==> src/rtl/alu_exec_unit.sv <==
// Integer execute unit: single-cycle ALU ops and an iterative shift-add MUL behind valid/ready handshakes.
// Single-cycle ops respond one cycle after accept, MUL after XLEN+1; a result is held until out_ready.
module alu_exec_unit #(
   parameter int XLEN   = 32,
   parameter int MUL_EN = 1
) (
   input  logic            clk,
   input  logic            rst,
   input  logic            in_valid,
   output logic            in_ready,
   input  logic [6:0]      Opcode,
   input  logic [2:0]      func3,
   input  logic [6:0]      func7,
   input  logic [1:0]      ALUOp,
   input  logic [XLEN-1:0] a,
   input  logic [XLEN-1:0] b,
   output logic            out_valid,
   input  logic            out_ready,
   output logic [XLEN-1:0] result,
   output logic            zero,
   output logic            illegal
);
   localparam int SW = $clog2(XLEN);
   localparam int CW = SW + 1;
   localparam logic [6:0]    OPC_REG   = 7'b0110011;
   localparam logic [6:0]    F7_MULDIV = 7'b0000001;
   localparam logic [CW-1:0] CNT_LAST  = CW'(XLEN - 1);

   typedef enum logic {IDLE, MUL} state_t;

   state_t          state_q, state_d;
   logic            out_valid_q, out_valid_d;
   logic [XLEN-1:0] result_q, result_d;
   logic            zero_q, zero_d;
   logic            illegal_q, illegal_d;
   logic [CW-1:0]   cnt_q, cnt_d;
   logic [XLEN-1:0] mcand_q, mcand_d;
   logic [XLEN-1:0] mplier_q, mplier_d;
   logic [XLEN-1:0] acc_q, acc_d;

   logic            accept;
   logic            dec_mul;
   logic            dec_ill;
   logic [XLEN-1:0] alu_res;
   logic [XLEN-1:0] acc_step;
   logic [SW-1:0]   shamt;

   assign shamt     = b[SW-1:0];
   assign in_ready  = (state_q == IDLE) && (!out_valid_q || out_ready);
   assign accept    = in_valid && in_ready;
   assign acc_step  = acc_q + (mplier_q[0] ? mcand_q : {XLEN{1'b0}});

   assign out_valid = out_valid_q;
   assign result    = result_q;
   assign zero      = zero_q;
   assign illegal   = illegal_q;

   // Decode and compute; alu_res stays 0 for MUL and illegal encodings
   always_comb begin
      dec_mul = 1'b0;
      dec_ill = 1'b0;
      alu_res = '0;
      case (ALUOp)
         2'b00: alu_res = a + b;
         2'b01: alu_res = a - b;
         2'b10: begin
            if (Opcode == OPC_REG && func7 == F7_MULDIV) begin
               if (func3 == 3'b000 && MUL_EN != 0) begin
                  dec_mul = 1'b1;
               end else begin
                  dec_ill = 1'b1;
               end
            end else begin
               case (func3)
                  3'b000:  alu_res = ({Opcode[5], func7[5]} == 2'b11) ? (a - b) : (a + b);
                  3'b001:  alu_res = a << shamt;
                  3'b010:  alu_res = {{(XLEN-1){1'b0}}, ($signed(a) < $signed(b))};
                  3'b011:  alu_res = {{(XLEN-1){1'b0}}, (a < b)};
                  3'b100:  alu_res = a ^ b;
                  3'b101:  alu_res = func7[5] ? $unsigned($signed(a) >>> shamt) : (a >> shamt);
                  3'b110:  alu_res = a | b;
                  default: alu_res = a & b;
               endcase
            end
         end
         default: dec_ill = 1'b1;
      endcase
   end

   always_comb begin
      state_d     = state_q;
      out_valid_d = out_valid_q && !out_ready;
      result_d    = result_q;
      zero_d      = zero_q;
      illegal_d   = illegal_q;
      cnt_d       = cnt_q;
      mcand_d     = mcand_q;
      mplier_d    = mplier_q;
      acc_d       = acc_q;
      case (state_q)
         IDLE: begin
            if (accept) begin
               if (dec_mul) begin
                  state_d  = MUL;
                  cnt_d    = '0;
                  mcand_d  = a;
                  mplier_d = b;
                  acc_d    = '0;
               end else begin
                  out_valid_d = 1'b1;
                  result_d    = alu_res;
                  zero_d      = (alu_res == '0);
                  illegal_d   = dec_ill;
               end
            end
         end
         MUL: begin
            // One multiplier bit per cycle; only the low XLEN product bits are kept
            acc_d    = acc_step;
            mcand_d  = mcand_q << 1;
            mplier_d = mplier_q >> 1;
            cnt_d    = cnt_q + 1'b1;
            if (cnt_q == CNT_LAST) begin
               state_d     = IDLE;
               cnt_d       = '0;
               out_valid_d = 1'b1;
               result_d    = acc_step;
               zero_d      = (acc_step == '0);
               illegal_d   = 1'b0;
            end
         end
         default: state_d = IDLE;
      endcase
   end

   always_ff @(posedge clk) begin
      if (rst) begin
         state_q     <= IDLE;
         out_valid_q <= 1'b0;
         result_q    <= '0;
         zero_q      <= 1'b0;
         illegal_q   <= 1'b0;
         cnt_q       <= '0;
         mcand_q     <= '0;
         mplier_q    <= '0;
         acc_q       <= '0;
      end else begin
         state_q     <= state_d;
         out_valid_q <= out_valid_d;
         result_q    <= result_d;
         zero_q      <= zero_d;
         illegal_q   <= illegal_d;
         cnt_q       <= cnt_d;
         mcand_q     <= mcand_d;
         mplier_q    <= mplier_d;
         acc_q       <= acc_d;
      end
   end

endmodule
==> config.mk <==
export PLATFORM = sky130hd
export DESIGN_NAME = alu_exec_unit
export DESIGN_NICKNAME = d
export VERILOG_FILES = /design/src/rtl/alu_exec_unit.sv
export SDC_FILE = /design/constraint.sdc
export NUM_CORES = 1
export LEC_CHECK = 0
export CAP_MARGIN = 0
export CORE_ASPECT_RATIO = 0.75
export CORE_MARGIN = 5
export CORE_UTILIZATION = 40
export CTS_BUF_LIST = sky130_fd_sc_hd__clkbuf_4 sky130_fd_sc_hd__clkbuf_8
export CTS_CLUSTER_SIZE = 16
export DETAILED_ROUTE_END_ITERATION = 12
export PLACE_DENSITY = 0.54
export SETUP_SLACK_MARGIN = 0.3
export SKIP_CTS_REPAIR_TIMING = 1
export SYNTH_ARGS = -nofsm -noshare
export SYNTH_HDL_FRONTEND = slang
export SYNTH_SLANG_ARGS = --single-unit
==> constraint.sdc <==
create_clock -name clk -period 4.95 [get_ports clk]
set_input_delay 0.495 -clock clk [delete_from_list [all_inputs] [get_ports clk]]
set_output_delay 0.495 -clock clk [all_outputs]
set_load 0.01 [all_outputs]
==> flow_summary.yaml <==
timing:
  hold_viol: 0
  fin_hold_ws_ns: 0.455
  fin_crit_ns: 4.52
  worst-slew-pin-transition_ns: 1.26
  final_setup_violations: 0
  worst_slack_ns: 0.429
  finClkSkew_ns: 0.0205
  drv_slew: 0
  clock.fmax_mhz: 221
  final.period_utilization: 0.913
  unrepaired_setup_endpoints_after_global_routing: "true"
  max_slew_headroom_at_the_worst_pin: 0.156
clock_tree:
  buffer_depth_of_the_longest_clock_path: 2
  total_cts_buffers: 17
  cts_num_sinks: 138
  cts.clk_slew.worst_paths_ns: 0.09
  h_tree_level_count: 4
  worst_skew_pair.late_latency_ns: 0.52
  clock_tree_from_tritoncts: "done"
  cts.root.buffer_cell: "clkbuf_8"
drt:
  detail_route.vias_per_cell: 6.57
  antenna_violating_nets_post_route: 0
  route.final.wire_length_um: 102000
  drt-pass1-iter-count: 6
  drt_first_iter_violations: 3329
  vias: 22600
  wl_per_cell_um: 29.6
  drc_errors: 0
worst_setup_path:
  slowest_stage: "or4bb_4"
  worst-endpoint-arrival_ns: 4.96
  critPathBufInv: 0
  critPathMaxStageDelay_ns: 0.51
  cpLargestDelayFamily: "simple AND/OR/NAND/NOR gates"
  capturing_element_type_of_the_critical_path: "flop"
  worstSetupPathType: "flop to flop"
  timing.critical_path.fanout_max: 7
  cells_along_the_critical_path: "and2_1, ha_2, fa_2, a21o_1, a21oi_2, xor2_1, or4bb_4, or4_4, nor4_4, nand4_1, nor4_2, nand4_1, nor4b_2, nand4_1, o211ai_2"
  critPathRequiredTime_ns: 5.39
  cpMostUsedCell: "nand4_1"
  startpoint_type: "flop"
yosys:
  synthTopCellsByCount: "354 x a21oi_1, 319 x nand2_1, 305 x nor2_1, 167 x clkbuf_1, 146 x ha_1"
  synthArstFlopShare: 0
  syn-num-nets: 2896
  synthFlopType: "dfxtp_1"
  synth_area_sq_mm: 0.0187
  synthDominantAreaCellType: "dfxtp_1"
  netlist_instances: 2660
  synth.yosys.seq_area_share: 0.148
  top_area_cell_type_share_of_the_netlist_area: 0.148
  synth-edff-count: 0
  ys_ff_latch: 138
  ys_warn_count: 0
  post-synth-top-count-cell: "a21oi_1"
  syn_area_per_cell_sq_um: 7.04
  largest_cells_by_area_after_synthesis: "dfxtp_1 15%, ha_1 9.8%, a21oi_1 9.5%"
  synth.distinct_cells: 86
grt:
  antenna_found_initial: 8
  first_global_vias: 20600
  grt_pass1_wl_um: 145000
  global_route.usage.total: 0.381
  grt_remaining_overflow: 0
  grt_start_max_net_pins: 92
placed_design:
  port-buffer-count: 122
  place_worst_setup_slack_ns: -0.0162
  gpl.final_weighted_congestion: 1.09
  post-dp-hpwl_um: 80200
floorplan:
  core-area_sq_mm: 0.0462
  placement_rows: 68
  boundaryPins: 123
  die_width_um: 260
  die_h_um: 197
  fp.dieArea_sq_mm: 0.0513
  start_util: 0.405
cells_and_area:
  seqCellArea_sq_mm: 0.00277
  final_nets: 3034
  area_occupied_by_multi_input_gates_sq_mm: 0.0148
  fillerInstances: 4749
  final_cell_utilization_of_the_core: 0.480
  post_route_cells_drive_above_1_share: 0.138
  area.growth.synth_to_final_pct: 18.3
outcome:
  outcome: "completed"
power:
  clkPwrFrac: 0.245
  power.switching_fraction: 0.438
  power.static_leakage_nw: 9.05
  worst_ir_drop_vdd_v: 0.000164
  p_sw_mw: 1.84
  power-per-cell-area_mw_per_mm2: 190
  finalPower_mw: 4.20
  p_seq_frac: 0.272
  internal-power_mw: 2.36
  share_comb_of_total_power: 0.482
hold_path:
  hold_class: "flop to flop"
flow_run:
  timing.max_cap.violations: 0
==> area by class of cell <==
class                   instances  share of cell area
diodes                          1            0.000113
clock buffers                  18              0.0112
clock inverters                14             0.00723
inverters                     109              0.0185
multi-input cells            2193               0.668
flip-flops and latches        138               0.125
well taps                     630              0.0356
repair buffers                339               0.135
==> path summary, 6_finish.rpt <==
path                            cells past startpoint   startpoint  slack (ns)          to
worst max-delay path                               15  mplier_q[0]        0.43        zero
worst min-delay path                                2   result[10]        0.46  result[10]
worst max register to register                     15  mplier_q[0]        0.43        zero
worst min register to register                      2   result[10]        0.46  result[10]
==> worst register-to-register path: stages, from the launching register on <==
cell      delay, ns
dfxtp_4        0.37
and2_1         0.17
ha_2           0.19
fa_2           0.38
a21o_1         0.19
a21oi_2        0.15
xor2_1         0.22
or4bb_4        0.51
or4_4          0.44
nor4_4         0.23
nand4_1        0.14
nor4_2         0.32
nand4_1        0.22
nor4b_2        0.30
nand4_1        0.34
o211ai_2       0.27
==> flip-flops by register name, indices dropped and copies added (netlist names) <==
register   cells
acc_q         32
cnt_q          6
state_q        1
zero           1
mplier_q      32
out_valid      1
mcand_q       32
result        32
illegal        1
==> layout by cell type, fill, tap and decap left out, types with 11 or more instances in the layout <==
master and n:
xnor2_1 39, nand3b_1 11, mux4_2 54, clkdlybuf4s50_1 116, a22oi_1 21, o31ai_1 15, mux2_2 26, a21o_1 30
mux2i_1 92, or3_1 12, buf_4 209, o221ai_1 23, nor2b_1 22, xor2_1 17, o21a_1 18, o21bai_1 13
and3_1 20, nor3_1 50, o211ai_1 35, clkbuf_8 18, nand3_1 66, nand4_1 20, or2_2 13, dfxtp_1 135
a211oi_1 37, o21ai_0 111, buf_12 12, ha_1 144, nand2_1 319, nor2_1 304, inv_1 103, nand2b_1 29
a211o_1 15, o22ai_1 23, a22o_1 16, a31oi_1 24, a21oi_1 352, and2_1 43, nor4_1 18
==> per-stage QoR <==
step	std cells	setup TNS [ns]	cell area, sq um
finish	3442	0	22200
global route	3442	0	22200
CTS	3436	0	22000
detailed placement	3404	-0.0162	21600
global placement	3404	-0.0370	21600
floorplan	2660	0	18700
==> kinds of logic after synthesis <==
kind of cell	after synthesis	synth area share
adders and majority gates	149	0.101
DFF	138	0.148
AOI/OAI and AO/OA	857	0.293
xor gates and xnor gates	59	0.0276
muxes	172	0.130
and+or+nand+nor	956	0.232
buffers and inverters	329	0.0688
==> power by group through the flow <==
stage / clock network (mW) / logic [mW] / registers (mW)
floorplan: 0 / 1.04 / 1.18
global placement: 0 / 1.92 / 1.17
detailed placement: 0 / 1.92 / 1.17
CTS: 1.05 / 1.93 / 1.15
global route: 1.09 / 2.10 / 1.15
finish: 1.03 / 2.03 / 1.15
==> routing by layer <==
| layer | routed length (um) | global-route usage | vias to the layer above |
|---|---|---|---|
| li1 | - | - | 9937 |
| met1 | 45300 | 0.576 | 11000 |
| met2 | 38900 | 0.509 | 1515 |
| met3 | 14800 | 0.132 | 198 |
| met4 | 2940 | 0.0966 | 6 |
| met5 | 42 | 0 | - |
Note: power is estimated with default switching activity, not from simulation.
